`src/rtl/effects_chain_if.sv`:
```
// effects_chain_if: sample stream, control and status bundle for effects_chain; NOISE_GATE_EN adds gate_threshold
interface effects_chain_if #(parameter int DATA_W = 16, parameter int GAIN_W = 11);
  logic in_valid, in_ready, bypass, out_valid, out_ready, out_clipped;
  logic [DATA_W-1:0] in_sample, out_sample;
  logic [GAIN_W-1:0] gain;
  logic [DATA_W-2:0] clip_level;
  logic [15:0] clip_count;
`ifdef NOISE_GATE_EN
  logic [DATA_W-2:0] gate_threshold;
  modport master(output in_valid, in_sample, gain, clip_level, bypass, out_ready, gate_threshold,
                 input in_ready, out_valid, out_sample, out_clipped, clip_count);
  modport slave(input in_valid, in_sample, gain, clip_level, bypass, out_ready, gate_threshold,
                output in_ready, out_valid, out_sample, out_clipped, clip_count);
`else
  modport master(output in_valid, in_sample, gain, clip_level, bypass, out_ready,
                 input in_ready, out_valid, out_sample, out_clipped, clip_count);
  modport slave(input in_valid, in_sample, gain, clip_level, bypass, out_ready,
                output in_ready, out_valid, out_sample, out_clipped, clip_count);
`endif
endinterface

```
`src/rtl/effects_chain.sv`:
```
// effects_chain: 3-stage gain/saturate/clip stream pipeline; NOISE_GATE_EN adds a hold-off noise gate
module effects_chain #(
  parameter int DATA_W    = 16,
  parameter int GAIN_W    = 11,
  parameter int GAIN_FRAC = 8,
  parameter int GATE_HOLD = 256
) (
  input logic clk,
  input logic rst,
  effects_chain_if.slave s
);
  localparam int PW = DATA_W + GAIN_W + 1;
  localparam int QW = PW - GAIN_FRAC;
  localparam logic signed [QW-1:0] MAXV = QW'(2 ** (DATA_W - 1) - 1);
  localparam logic signed [QW-1:0] MINV = ~MAXV;
  logic adv;
  logic s1_valid, s1_bypass, s2_valid, s2_bypass, s2_sat, sat, hi, lo, s3_clip, o_clipped;
  logic [DATA_W-1:0] s1_sample, s2_val, s2_next, s3_next, o_sample;
  logic [GAIN_W-1:0] s1_gain;
  logic [DATA_W-2:0] s1_clip, s2_clip;
  logic signed [PW-1:0] p;
  logic signed [QW-1:0] q;
  logic signed [DATA_W-1:0] v, cl_pos, cl_neg, y;
  assign adv = !s.out_valid || s.out_ready;
  assign s.in_ready = adv;
  // S2 arithmetic: signed*unsigned product, floor shift, saturate to sample range
  always_comb begin
    p = PW'($signed(s1_sample)) * $signed(PW'({1'b0, s1_gain}));
    q = QW'(p >>> GAIN_FRAC);
    sat = !s1_bypass && (q > MAXV || q < MINV);
    s2_next = s1_bypass ? s1_sample : q > MAXV ? MAXV[DATA_W-1:0] : q < MINV ? MINV[DATA_W-1:0] : q[DATA_W-1:0];
  end
  // S3 symmetric clip; full-scale clip_level leaves the saturated negative rail untouched
  always_comb begin
    v = $signed(s2_val);
    cl_pos = $signed({1'b0, s2_clip});
    cl_neg = -cl_pos;
    hi = v > cl_pos;
    lo = !(&s2_clip) && v < cl_neg;
    y = hi ? cl_pos : lo ? cl_neg : v;
    s3_clip = !s2_bypass && (s2_sat || hi || lo);
    s3_next = s2_bypass ? s2_val : y;
  end
`ifdef NOISE_GATE_EN
  logic [15:0] gate_cnt;
  logic [DATA_W-1:0] mag;
  logic quiet, gated;
  // gate closes once GATE_HOLD quiet samples have already passed; a loud sample reopens at once
  always_comb begin
    mag = y[DATA_W-1] ? -y : y;
    quiet = mag < {1'b0, s.gate_threshold};
    gated = !s2_bypass && quiet && gate_cnt >= 16'(GATE_HOLD);
    o_sample = gated ? '0 : s3_next;
    o_clipped = !gated && s3_clip;
  end
  // quiet-run counter, updated only for processed samples leaving S3
  always_ff @(posedge clk)
    if (rst) gate_cnt <= '0;
    else if (adv && s2_valid && !s2_bypass) gate_cnt <= !quiet ? '0 : gate_cnt == 16'(GATE_HOLD) ? gate_cnt : gate_cnt + 16'd1;
`else
  // no gate: S3 result goes straight to the output register
  always_comb begin
    o_sample = s3_next;
    o_clipped = s3_clip;
  end
`endif
  // pipeline registers; every stage shifts together on adv
  always_ff @(posedge clk) begin
    if (rst) begin
      s1_valid <= 1'b0; s1_bypass <= 1'b0; s1_sample <= '0; s1_gain <= '0; s1_clip <= '0;
      s2_valid <= 1'b0; s2_bypass <= 1'b0; s2_sat <= 1'b0; s2_val <= '0; s2_clip <= '0;
      s.out_valid <= 1'b0; s.out_sample <= '0; s.out_clipped <= 1'b0;
    end else if (adv) begin
      s1_valid <= s.in_valid; s1_bypass <= s.bypass; s1_sample <= s.in_sample; s1_gain <= s.gain; s1_clip <= s.clip_level;
      s2_valid <= s1_valid; s2_bypass <= s1_bypass; s2_sat <= sat; s2_val <= s2_next; s2_clip <= s1_clip;
      s.out_valid <= s2_valid;
      if (s2_valid) begin
        s.out_sample <= o_sample;
        s.out_clipped <= o_clipped;
      end
    end
  end
  // saturating count of delivered clipped samples
  always_ff @(posedge clk)
    if (rst) s.clip_count <= '0;
    else if (s.out_valid && s.out_ready && s.out_clipped && !(&s.clip_count)) s.clip_count <= s.clip_count + 16'd1;
endmodule
```
`src/flat_wrapper.sv`:
```
// flat-port wrapper written by rule: the top's interface ports become plain ports
module effects_chain_flat 
#(
  parameter int DATA_W    = 16,
  parameter int GAIN_W    = 11,
  parameter int GAIN_FRAC = 8,
  parameter int GATE_HOLD = 256
)
  (clk, rst, s_in_valid, s_in_sample, s_gain, s_clip_level, s_bypass, s_out_ready, s_in_ready, s_out_valid, s_out_sample, s_out_clipped, s_clip_count);
  effects_chain_if #(.DATA_W(DATA_W), .GAIN_W(GAIN_W)) s_i ();
  input logic clk;
  input logic rst;
  input wire logic [$bits(s_i.in_valid)-1:0] s_in_valid;
  input wire logic [$bits(s_i.in_sample)-1:0] s_in_sample;
  input wire logic [$bits(s_i.gain)-1:0] s_gain;
  input wire logic [$bits(s_i.clip_level)-1:0] s_clip_level;
  input wire logic [$bits(s_i.bypass)-1:0] s_bypass;
  input wire logic [$bits(s_i.out_ready)-1:0] s_out_ready;
  output wire logic [$bits(s_i.in_ready)-1:0] s_in_ready;
  output wire logic [$bits(s_i.out_valid)-1:0] s_out_valid;
  output wire logic [$bits(s_i.out_sample)-1:0] s_out_sample;
  output wire logic [$bits(s_i.out_clipped)-1:0] s_out_clipped;
  output wire logic [$bits(s_i.clip_count)-1:0] s_clip_count;
  assign s_i.in_valid = s_in_valid;
  assign s_i.in_sample = s_in_sample;
  assign s_i.gain = s_gain;
  assign s_i.clip_level = s_clip_level;
  assign s_i.bypass = s_bypass;
  assign s_i.out_ready = s_out_ready;
  assign s_in_ready = s_i.in_ready;
  assign s_out_valid = s_i.out_valid;
  assign s_out_sample = s_i.out_sample;
  assign s_out_clipped = s_i.out_clipped;
  assign s_clip_count = s_i.clip_count;
  effects_chain #(.DATA_W(DATA_W), .GAIN_W(GAIN_W), .GAIN_FRAC(GAIN_FRAC), .GATE_HOLD(GATE_HOLD)) u_core (.clk(clk), .rst(rst), .s(s_i));
endmodule
```
`config.mk`:
```
export PLATFORM = sky130hd
export DESIGN_NAME = effects_chain_flat
export DESIGN_NICKNAME = d
export VERILOG_FILES = /design/src/rtl/effects_chain_if.sv /design/src/rtl/effects_chain.sv /design/src/flat_wrapper.sv
export SDC_FILE = /design/constraint.sdc
export NUM_CORES = 1
export LEC_CHECK = 0
export BUFFER_PORTS_ARGS = -buffer_cell sky130_fd_sc_hd__buf_4
export CORE_ASPECT_RATIO = 1.2
export CORE_UTILIZATION = 40
export DETAILED_ROUTE_END_ITERATION = 10
export PLACE_DENSITY = 0.66
export RECOVER_POWER = 50
export SYNTH_ARGS = -nofsm -noshare
export SYNTH_HDL_FRONTEND = slang
export SYNTH_SLANG_ARGS = --single-unit
```
`constraint.sdc`:
```
create_clock -name clk -period 10.6 [get_ports clk]
set_clock_uncertainty 0.05 [all_clocks]
set_input_delay 1.59 -clock clk [delete_from_list [all_inputs] [get_ports clk]]
set_output_delay 1.59 -clock clk [all_outputs]
set_load 0.05 [all_outputs]
```
# After elaboration in Yosys (flattened, before gate mapping)
# Index checks and enable logic that the tools add are counted.
# Widths: inputs -> output; s select.
[classes] multipliers=1 add_sub_neg=2 n_lt_le_gt_ge=4 reduce_logical=18 muxes=6
[op_table] op="$mux 16" n=6
[op_table] op="$mul 16x12->28" n=1
[op_table] op="$gt 20x16->1 const B" n=1
[op_table] op="$lt 20x16->1 const B" n=1
[op_table] op="$add 16x1->16 const B" n=1
[op_table] op="$gt 16x16->1" n=1
[op_table] op="$lt 16x16->1" n=1
[op_table] op="$neg 15->16" n=1
[op_table] op="$reduce_and 16->1" n=1
[op_table] op="$reduce_and 15->1" n=1
[op_table] op="$logic_and 1x1->1" n=6
[op_table] op="$logic_not 1->1" n=5
[op_table] op="$logic_or 1x1->1" n=4
[op_table] op="$reduce_and 2->1" n=1
[word_totals] ff_bits=112 word_cells=45 input_bits=47

# Longest topological paths before layout
# Gate-level depths: netlist of run 1.
[logic_depth] word_depth=6 depth_mapped=25 depth_no_buf=22

# Least setup slack after synthesis of run 1
# No wires, ideal clock.
[synth_path] path_type="reg2reg" startpoint="register u_core.s1_gain[5]" endpoint="register u_core.s2_val[0]" path_stages_with_launch=22 t_required_ps=10413 arrival_ps=6058 slack_ps=4355 setup_time_ps=137 cell_sequence="dfxtp_1 clkbuf_1 clkbuf_1 nand2_1 fa_1 inv_1 fa_1 inv_1 fa_1 fa_1 fa_1 inv_1 ha_1 a21o_1 or3_1 o31a_1 nor4b_1 a2111oi_4 a21oi_1 a21oi_2 a2111oi_2 a2111oi_2"
[synth_between] elab_chain_cells=5 word_cells_on_any_way=6 cone_classes="mul: 1; order compare: 2; mux: 3"
[synth_rtl] element="start, declared" line_no="effects_chain.sv:19" text="logic [GAIN_W-1:0] s1_gain;"
[synth_rtl] element="start signal, assigned" line_no="effects_chain.sv:74" text="s1_valid <= s.in_valid; s1_bypass <= s.bypass; s1_sample <= s.in_sample; s1_gain <= s.gain; s1_clip <= s.clip_ ..."
[synth_rtl] element="$mul 16x12->28 *" line_no="effects_chain.sv:28" text="p = PW'($signed(s1_sample)) * $signed(PW'({1'b0, s1_gain}));"
[synth_rtl] element="$lt 20x16->1" line_no="effects_chain.sv:31" text="s2_next = s1_bypass ? s1_sample : q > MAXV ? MAXV[DATA_W-1:0] : q < MINV ? MINV[DATA_W-1:0] : q[DATA_W-1:0];"
[synth_rtl] element="$mux 16" line_no="effects_chain.sv:31"
[synth_rtl] element="$mux 16 * (2 in a row)" line_no="effects_chain.sv:31"
[synth_rtl] element="end signal, assigned" line_no="effects_chain.sv:75" text="s2_valid <= s1_valid; s2_bypass <= s1_bypass; s2_sat <= sat; s2_val <= s2_next; s2_clip <= s1_clip;"
[synth_rtl] element="end, declared" line_no="effects_chain.sv:18" text="logic [DATA_W-1:0] s1_sample, s2_val, s2_next, s3_next, o_sample;"
# Mark *: on every way between the ends. The rest lies on a longest branch, timed or not.
# A chain may end at the register's enable or synchronous reset.

# Worst setup path in the final report of run 1
[layout_path] startpoint="register u_core.s1_gain[3]" endpoint="register u_core.s2_val[0]"
# The elaborated chain is that of the path after synthesis.

==> run_summary.xml, run 1 <==
<?xml version="1.0" encoding="UTF-8"?>
<metrics>
  <group name="synthesis">
    <metric name="postSynthCellCount" unit="">1516</metric>
    <metric name="synthTopCellsByCount" unit="">nand2_1, inv_1, fa_1</metric>
    <metric name="ys_ff_latch" unit="">112</metric>
    <metric name="synth.largest_area_cell" unit="">fa_1</metric>
    <metric name="synth_area_per_cell" unit="sq um">8.05</metric>
    <metric name="synth.yosys.warnings" unit="">0</metric>
    <metric name="flip_flop_cell_with_the_highest_count_after_synthesis" unit="">dfxtp_1</metric>
    <metric name="number_of_enable_flip_flop_cells_after_synthesis" unit="">0</metric>
    <metric name="synthesis.nets" unit="">1814</metric>
    <metric name="most_common_cell_in_the_netlist" unit="">nand2_1</metric>
    <metric name="synth.lib_cells_used.distinct" unit="">65</metric>
    <metric name="post_synth_main_area_contributors" unit="">fa_1, dfxtp_1, ha_1</metric>
    <metric name="synth-async-reset-ratio" unit="%">0</metric>
    <metric name="synth_area" unit="sq mm">0.0122</metric>
    <metric name="synth_top_area_share" unit="%">26.2</metric>
    <metric name="yosysSeqAreaShare" unit="%">18.4</metric>
  </group>
  <group name="global_route">
    <metric name="globalRouteTotalUtil" unit="%">20.7</metric>
    <metric name="grt_pass1_vias" unit="">10300</metric>
    <metric name="globalRoute.totalOverflow" unit="">0</metric>
    <metric name="routing_usage_on_met3" unit="%">1.33</metric>
    <metric name="met2_usage" unit="%">37.2</metric>
    <metric name="busiest_layer" unit="">met2</metric>
    <metric name="grt_start_max_net_pins" unit="">99</metric>
    <metric name="grt.met1_usage" unit="%">25.4</metric>
    <metric name="initial_antenna_violation_count" unit="">0</metric>
    <metric name="grt_first_pass_wirelength" unit="mm">52.1</metric>
  </group>
  <group name="clocking">
    <metric name="clk_latency" unit="ns">0.37</metric>
    <metric name="cts-hold-fix-buffers" unit="">0</metric>
    <metric name="post_cts_resized" unit="">0</metric>
    <metric name="clkSlewWorstSetupHoldPaths" unit="ns">0.09</metric>
    <metric name="max-clock-path-buffers" unit="">2</metric>
    <metric name="tritoncts_num_sinks" unit="">112</metric>
    <metric name="clock_tree_from_tritoncts" unit="">yes</metric>
    <metric name="ctsHtreeMaxLevel" unit="">3</metric>
    <metric name="post-cts-setup-buffers" unit="">0</metric>
    <metric name="clock-root-buffer" unit="">clkbuf_16</metric>
    <metric name="numCtsBuffers" unit="">9</metric>
  </group>
  <group name="critical_path">
    <metric name="timing.reg2reg.setup_slack" unit="ns">3.56</metric>
    <metric name="worstRegToRegCells" unit="">20</metric>
    <metric name="worst_ep_arrival_time" unit="ns">7.25</metric>
    <metric name="cp.buffers_inverters" unit="">5</metric>
    <metric name="setup.worst_path.start" unit="">u_core.s1_gain[3]</metric>
    <metric name="critPathKind" unit="">reg2reg</metric>
    <metric name="critical_path.reg2reg.endpoint" unit="">u_core.s2_val[0]</metric>
    <metric name="critical-path-max-stage-delay" unit="ns">0.72</metric>
    <metric name="reg2reg_from" unit="">u_core.s1_gain[3]</metric>
    <metric name="path_cells" unit="">nand2_1 -&gt; fa_1 -&gt; inv_1 -&gt; fa_1 -&gt; inv_1 -&gt; fa_1 -&gt; inv_1 -&gt; fa_1 -&gt; inv_1 -&gt; fa_1 -&gt; inv_1 -&gt; ha_1 -&gt; nand4_1 -&gt; a2111oi_0 -&gt; a21bo_2 -&gt; a211oi_1 -&gt; nand2_1 -&gt; o21ai_2 -&gt; a2111oi_2 -&gt; a2111oi_2</metric>
    <metric name="critPathSlowestCell" unit="">dfxtp_1</metric>
    <metric name="timing.critical_path.fanout_max" unit="">17</metric>
    <metric name="timing.critical_path.from_type" unit="">register</metric>
    <metric name="worst-endpoint-required" unit="ns">10.81</metric>
    <metric name="setup.worst_path.end_class" unit="">register</metric>
    <metric name="timing.critical_path.max_delay_family" unit="">adder cells</metric>
  </group>
  <group name="final_layout">
    <metric name="multi_input_area" unit="sq mm">0.00871</metric>
    <metric name="synthToLayoutAreaGrowth" unit="%">8.73</metric>
    <metric name="layout.nets" unit="">1829</metric>
    <metric name="final_layout_size_suffix_gt1_share" unit="%">6.38</metric>
    <metric name="antenna_cells_inserted" unit="">0</metric>
    <metric name="fillerInstances" unit="">3007</metric>
    <metric name="area.sequential" unit="sq mm">0.00224</metric>
  </group>
  <group name="die">
    <metric name="initial_utilization" unit="%">41.0</metric>
    <metric name="die_wd" unit="um">161</metric>
    <metric name="vertical_extent_of_the_die" unit="um">193</metric>
    <metric name="dieArea" unit="sq mm">0.0312</metric>
    <metric name="io_pins" unit="">82</metric>
    <metric name="placeableCoreArea" unit="sq mm">0.0298</metric>
    <metric name="fp-row-count" unit="">69</metric>
  </group>
  <group name="power_and_ir_drop">
    <metric name="combinationalPowerShare" unit="%">49.6</metric>
    <metric name="ir_drop" unit="mV">0.0948</metric>
    <metric name="report.power.total" unit="uW">1780</metric>
    <metric name="internal_portion_of_total_power" unit="uW">986</metric>
    <metric name="power.share.clock" unit="%">19.8</metric>
    <metric name="power.switching_fraction" unit="%">44.6</metric>
    <metric name="powerDensity" unit="mW/mm^2">134</metric>
    <metric name="total_switching_power" unit="uW">793</metric>
    <metric name="static_leakage_power" unit="uW">0.00621</metric>
    <metric name="seq_power_share" unit="%">30.5</metric>
  </group>
  <group name="status">
    <metric name="failed_checks" unit="">max-capacitance violations, max-slew violations</metric>
    <metric name="run_status" unit="">complete, but fails checks</metric>
  </group>
  <group name="timing">
    <metric name="report.final.slew_viol_count" unit="">99</metric>
    <metric name="rsz0062_at_grt" unit="">false</metric>
    <metric name="timing.final.hold_violations" unit="">0</metric>
    <metric name="max_freq" unit="GHz">0.142</metric>
    <metric name="worst_max_slew_pin_slew" unit="ns">4.46</metric>
    <metric name="final.period_utilization" unit="%">66.4</metric>
    <metric name="period_minus_slack" unit="ns">7.04</metric>
    <metric name="timing.slew.headroom" unit="%">-197</metric>
    <metric name="setup_total_negative_slack" unit="ns">0</metric>
    <metric name="report.final.setup_viol" unit="">0</metric>
  </group>
  <group name="drt">
    <metric name="firstDrtPassIters" unit="">5</metric>
    <metric name="antenna_violation_net_count_after_detailed_routing" unit="">0</metric>
    <metric name="drt-wirelength-per-cell" unit="um">16.4</metric>
    <metric name="first_drt_iteration_drcs" unit="">639</metric>
    <metric name="postRouteWirelength" unit="mm">31.5</metric>
    <metric name="avgViaCountPerCell" unit="">5.29</metric>
    <metric name="count_of_vias_placed_by_the_detailed_router" unit="">10200</metric>
    <metric name="drc" unit="">0</metric>
  </group>
  <group name="placed_design">
    <metric name="globalplace.congestion" unit="">0.927</metric>
    <metric name="dpl.hpwl" unit="mm">25.1</metric>
    <metric name="io_buffers" unit="">81</metric>
  </group>
  <group name="min_path">
    <metric name="holdCritStartpoint" unit="">u_core.s1_clip[3]</metric>
    <metric name="min_delay_path_depth" unit="">2</metric>
    <metric name="hp-class" unit="">reg2reg</metric>
    <metric name="hold_end" unit="">u_core.s2_clip[3]</metric>
  </group>
  <group name="run">
    <metric name="cap_viol_max_count" unit="">1</metric>
  </group>
</metrics>
worst max-delay path by stage:
| stage | to | slack, ns | depth (start not counted) |
|---|---|---|---|
| floorplan | u_core.s2_val[0] | 4.35 | 21 |
| global placement | u_core.s2_val[0] | 3.78 | 21 |
| detailed placement | u_core.s2_val[0] | 3.61 | 20 |
| CTS | u_core.s2_val[0] | 3.57 | 20 |
| global route | u_core.s2_val[0] | 3.00 | 20 |
| finish | u_core.s2_val[0] | 3.56 | 20 |
worst register-to-register path: stages, from the launching register on:
cell and delay (ns):
dfxtp_1 0.72, nand2_1 0.25, fa_1 0.55, inv_1 0.16, fa_1 0.72, inv_1 0.11
fa_1 0.56, inv_1 0.06, fa_1 0.52, inv_1 0.05, fa_1 0.53, inv_1 0.04
ha_1 0.39, nand4_1 0.11, a2111oi_0 0.42, a21bo_2 0.28, a211oi_1 0.26, nand2_1 0.13
o21ai_2 0.50, a2111oi_2 0.17, a2111oi_2 0.34
cell families (layout without fill, tap and decap cells):
family	after synthesis	in the layout	share of synthesized area (%)
buffers and inverters	331	351	10.3
AOI/OAI and AO/OA	240	240	12.4
xor gates and xnor gates	50	50	3.59
and+or+nand+nor	530	530	19.5
adders and majority gates	251	251	35.6
DFF	112	112	18.4
muxes	2	2	0.164
area by class of cell:
cell class,count,share of cell area [%]
clock inverters,7,0.651
clock buffers,9,1.70
repair buffers,89,4.50
flip-flops and latches,112,16.9
inverters,246,6.96
multi-input cells,1073,65.6
well taps,390,3.68
metrics by stage:
stage / instance area [sq um] / setup WS (ns) / std cells / util [%] / hold slack, ns
6_report: 13300 / 3.56 / 1926 / 44.6 / 0.397
5_1_grt: 13300 / 3.00 / 1926 / 44.6 / 0.420
4_1_cts: 13300 / 3.57 / 1926 / 44.8 / 0.392
3_5_place_dp: 13000 / 3.61 / 1910 / 43.8 / 0.394
3_3_place_gp: 13000 / 3.78 / 1910 / 43.8 / 0.391
2_1_floorplan: 12200 / 4.35 / 1516 / - / 0.374
power by group through the flow:
stage	Clock [uW]	Sequential, uW	Combinational, uW
after floorplan	0	523	692
after global placement	0	551	864
after detailed placement	0	551	881
after CTS	360	541	886
after global routing	377	551	1000
final	353	543	883
state kept, by name, indices dropped and copies added (netlist names):
signal,flops
u_core.s2_bypass,1
u_core.s2_sat,1
u_core.s.out_clipped,1
u_core.s.out_sample,16
u_core.s1_gain,11
u_core.s1_valid,1
u_core.s2_valid,1
u_core.s1_bypass,1
u_core.s2_val,16
u_core.s.clip_count,16
u_core.s1_sample,16
u_core.s2_clip,15
u_core.s.out_valid,1
u_core.s1_clip,15
placed cells by master (no fill, tap or decap), types with 18 or more instances in the layout:
cell        n
fa_1      160
clkbuf_1   19
a21oi_1   103
a211oi_1   24
nor3_1     20
dfxtp_1   112
nor2_1     67
nand2_1   297
o21ai_0    32
buf_4      70
nand3_1    18
ha_1       91
xnor2_1    30
inv_1     244
nand4_1    18
xor2_1     20
and2_1     52
metal layers:
| metal | share of wire, % | up-vias |
|---|---|---|
| met5 | 0 | - |
| met4 | 3.4 | 0 |
| met3 | 3.6 | 70 |
| met2 | 52 | 266 |
| met1 | 41 | 5012 |
| li1 | - | 4847 |
No activity file was read; power rests on OpenSTA's default activity.
==> inputs of run 2 (changes only) <==
- clock period: 10.6 -> 6.8 ns (I/O delays scaled with it)
==> run 2 against run 1 <==
The run still ends with max-capacitance violations, max-slew violations left. Sequential share of layout area down 0.19 points. Fmax grew 9.1%. Cell area increased by 1.3%. Register-to-register slack worse by 3.2 ns. Critical path depth unchanged. Total power is 60% higher. First-iteration DRC count fell by 17%. Count of clock-buffer cells in the layout stayed put. Non-clock buffer count rose by 27. Combinational power grew 63%. Worst setup slack got worse by 3.2 ns. Largest power group unchanged.
==> run_summary.xml, run 2 (synthesis gave the netlist of run 1 again) <==
<?xml version="1.0" encoding="UTF-8"?>
<metrics>
  <group name="final_layout">
    <metric name="area.sequential" unit="sq mm">0.00225</metric>
    <metric name="layout.nets" unit="">1856</metric>
    <metric name="layout.cells.most_common" unit="">nand2_1</metric>
    <metric name="antenna_cells_inserted" unit="">0</metric>
    <metric name="final_layout_size_suffix_gt1_share" unit="%">7.29</metric>
    <metric name="final_util" unit="%">45.1</metric>
    <metric name="fillerInstances" unit="">2957</metric>
    <metric name="synthToLayoutAreaGrowth" unit="%">10.2</metric>
    <metric name="most-common-layout-cells" unit="">nand2_1, inv_1, fa_1</metric>
    <metric name="multi_input_area" unit="sq mm">0.00872</metric>
  </group>
  <group name="clocking">
    <metric name="clock_tree_from_tritoncts" unit="">yes</metric>
    <metric name="ctsHtreeMaxLevel" unit="">3</metric>
    <metric name="tritoncts_num_sinks" unit="">112</metric>
    <metric name="clk_latency" unit="ns">0.37</metric>
    <metric name="cts-hold-fix-buffers" unit="">0</metric>
    <metric name="clkSlewWorstSetupHoldPaths" unit="ns">0.09</metric>
    <metric name="numCtsBuffers" unit="">9</metric>
    <metric name="max-clock-path-buffers" unit="">2</metric>
    <metric name="clock-root-buffer" unit="">clkbuf_16</metric>
  </group>
  <group name="critical_path">
    <metric name="critical-path-max-stage-delay" unit="ns">0.67</metric>
    <metric name="cpMostUsedCell" unit="">fa_1</metric>
    <metric name="worst_ep_arrival_time" unit="ns">6.67</metric>
    <metric name="timing.reg2reg.setup_slack" unit="ns">0.35</metric>
    <metric name="reg2reg_from" unit="">u_core.s1_sample[8]</metric>
    <metric name="critPathSlowestCell" unit="">dfxtp_1</metric>
    <metric name="worstRegToRegCells" unit="">20</metric>
    <metric name="timing.critical_path.from_type" unit="">register</metric>
    <metric name="critical_path.reg2reg.endpoint" unit="">u_core.s2_val[0]</metric>
    <metric name="setup.worst_path.end_class" unit="">register</metric>
    <metric name="critPathKind" unit="">reg2reg</metric>
    <metric name="worst-endpoint-required" unit="ns">7.02</metric>
    <metric name="path_cells" unit="">buf_4 -&gt; nand2_1 -&gt; fa_1 -&gt; fa_1 -&gt; inv_1 -&gt; fa_1 -&gt; fa_1 -&gt; inv_1 -&gt; fa_1 -&gt; inv_1 -&gt; ha_1 -&gt; and2_1 -&gt; and3_1 -&gt; a32o_1 -&gt; nand2b_1 -&gt; a2111oi_4 -&gt; a21oi_1 -&gt; a21oi_2 -&gt; a2111oi_2 -&gt; a2111oi_2</metric>
    <metric name="timing.critical_path.fanout_max" unit="">10</metric>
  </group>
  <group name="timing">
    <metric name="max_freq" unit="GHz">0.155</metric>
    <metric name="timing.slew.headroom" unit="%">-143</metric>
    <metric name="report.final.slew_viol_count" unit="">85</metric>
    <metric name="period_minus_slack" unit="ns">6.45</metric>
    <metric name="final.period_utilization" unit="%">94.9</metric>
    <metric name="timing.final.hold_violations" unit="">0</metric>
    <metric name="rsz0062_at_grt" unit="">true</metric>
    <metric name="timing.hold.ws" unit="ns">0.407</metric>
    <metric name="report.final.setup_viol" unit="">0</metric>
    <metric name="worst_max_slew_pin_slew" unit="ns">3.65</metric>
  </group>
  <group name="drt">
    <metric name="firstDrtPassIters" unit="">5</metric>
    <metric name="drt-wirelength-per-cell" unit="um">16.7</metric>
    <metric name="postRouteWirelength" unit="mm">32.6</metric>
    <metric name="antenna_violation_net_count_after_detailed_routing" unit="">0</metric>
    <metric name="avgViaCountPerCell" unit="">5.22</metric>
    <metric name="drc" unit="">0</metric>
    <metric name="first_drt_iteration_drcs" unit="">528</metric>
    <metric name="count_of_vias_placed_by_the_detailed_router" unit="">10200</metric>
  </group>
  <group name="global_route">
    <metric name="globalRouteTotalUtil" unit="%">21.4</metric>
    <metric name="grt_pass1_vias" unit="">10500</metric>
    <metric name="grt_first_pass_wirelength" unit="mm">53.3</metric>
    <metric name="globalRoute.totalOverflow" unit="">0</metric>
    <metric name="grt_start_max_net_pins" unit="">85</metric>
    <metric name="initial_antenna_violation_count" unit="">0</metric>
  </group>
  <group name="die">
    <metric name="placeableCoreArea" unit="sq mm">0.0298</metric>
    <metric name="io_pins" unit="">82</metric>
    <metric name="vertical_extent_of_the_die" unit="um">193</metric>
    <metric name="initial_utilization" unit="%">41.0</metric>
    <metric name="dieArea" unit="sq mm">0.0312</metric>
    <metric name="die_wd" unit="um">161</metric>
    <metric name="fp-row-count" unit="">69</metric>
  </group>
  <group name="min_path">
    <metric name="hold_end" unit="">u_core.s1_clip[5]</metric>
    <metric name="holdCritStartpoint" unit="">u_core.s1_clip[5]</metric>
    <metric name="hp-class" unit="">reg2reg</metric>
    <metric name="min_delay_path_depth" unit="">2</metric>
  </group>
  <group name="power_and_ir_drop">
    <metric name="static_leakage_power" unit="uW">0.00630</metric>
    <metric name="power.switching_fraction" unit="%">44.8</metric>
    <metric name="ir_drop" unit="mV">0.167</metric>
    <metric name="combinationalPowerShare" unit="%">50.6</metric>
    <metric name="internal_portion_of_total_power" unit="uW">1570</metric>
    <metric name="power.share.clock" unit="%">20.3</metric>
    <metric name="powerDensity" unit="mW/mm^2">212</metric>
    <metric name="total_switching_power" unit="uW">1280</metric>
    <metric name="seq_power_share" unit="%">29.1</metric>
  </group>
  <group name="run">
    <metric name="cap_viol_max_count" unit="">1</metric>
  </group>
  <group name="status">
    <metric name="run_status" unit="">complete, but fails checks</metric>
    <metric name="failed_checks" unit="">max-capacitance violations, max-slew violations</metric>
  </group>
  <group name="placed_design">
    <metric name="io_buffers" unit="">81</metric>
    <metric name="dpl.hpwl" unit="mm">26.8</metric>
    <metric name="globalplace.congestion" unit="">0.930</metric>
  </group>
</metrics>
## run 2: worst max path at each step
stage	from	to	slack (ns)
after global placement	u_core.s1_gain[8]	u_core.s2_val[8]	0.46
after floorplan	u_core.s1_gain[5]	u_core.s2_val[0]	0.55
final	u_core.s1_sample[8]	u_core.s2_val[0]	0.35
after CTS	u_core.s1_gain[7]	u_core.s2_val[10]	0.31
after detailed placement	u_core.s1_gain[8]	u_core.s2_val[10]	0.32
after global routing	u_core.s1_sample[15]	u_core.s2_val[0]	-0.02
## run 2: critical path: cells and delay by family, from the launching register on
family,cells,cell delay [ns]
compound gates,6,1.59
fa+ha+maj,6,2.94
buf+inv,4,0.39
flops,1,0.67
simple gates,4,0.71
## run 2: timing repair
item / CTS / global route
resized for setup: 0 / 6
buffers inserted: 0 / 0
endpoints found under the setup margin: 0 / 16
## run 2: power groups by stage
stage          registers [uW]  logic [uW]  clock network (uW)
2_1_floorplan             816        1080                   0
3_3_place_gp              844        1420                   0
3_5_place_dp              843        1440                   0
4_1_cts                   827        1440                 591
5_1_grt                   839        1620                 619
6_report                  830        1440                 579
## run 2: layer usage
layer  part of all wire, %  global-route usage [%]  up-vias
li1                      -                       -     4903
met1                    43                    26.7     5013
met2                    51                    38.0      230
met3                   3.1                    1.74       58
met4                   3.4                    8.07        0
met5                     0                       0        -
## run 2: final cells by class
| cell class | count | share of cell area [%] |
|---|---|---|
| inverters | 246 | 6.87 |
| clock inverters | 7 | 0.754 |
| flip-flops and latches | 112 | 16.7 |
| multi-input cells | 1073 | 64.9 |
| repair buffers | 116 | 5.50 |
| well taps | 390 | 3.63 |
| clock buffers | 9 | 1.68 |
## run 2: metrics by stage
step | TNS [ns] | total power (uW) | cells | instance area (sq um) | setup slack (ns)
final | 0 | 2850 | 1953 | 13400 | 0.347
after detailed placement | 0 | 2280 | 1937 | 13200 | 0.316
after global placement | 0 | 2270 | 1937 | 13200 | 0.459
after floorplan | 0 | 1890 | 1516 | 12200 | 0.555
after global routing | -0.0171 | 3080 | 1953 | 13400 | -0.0171
after CTS | 0 | 2860 | 1953 | 13600 | 0.308
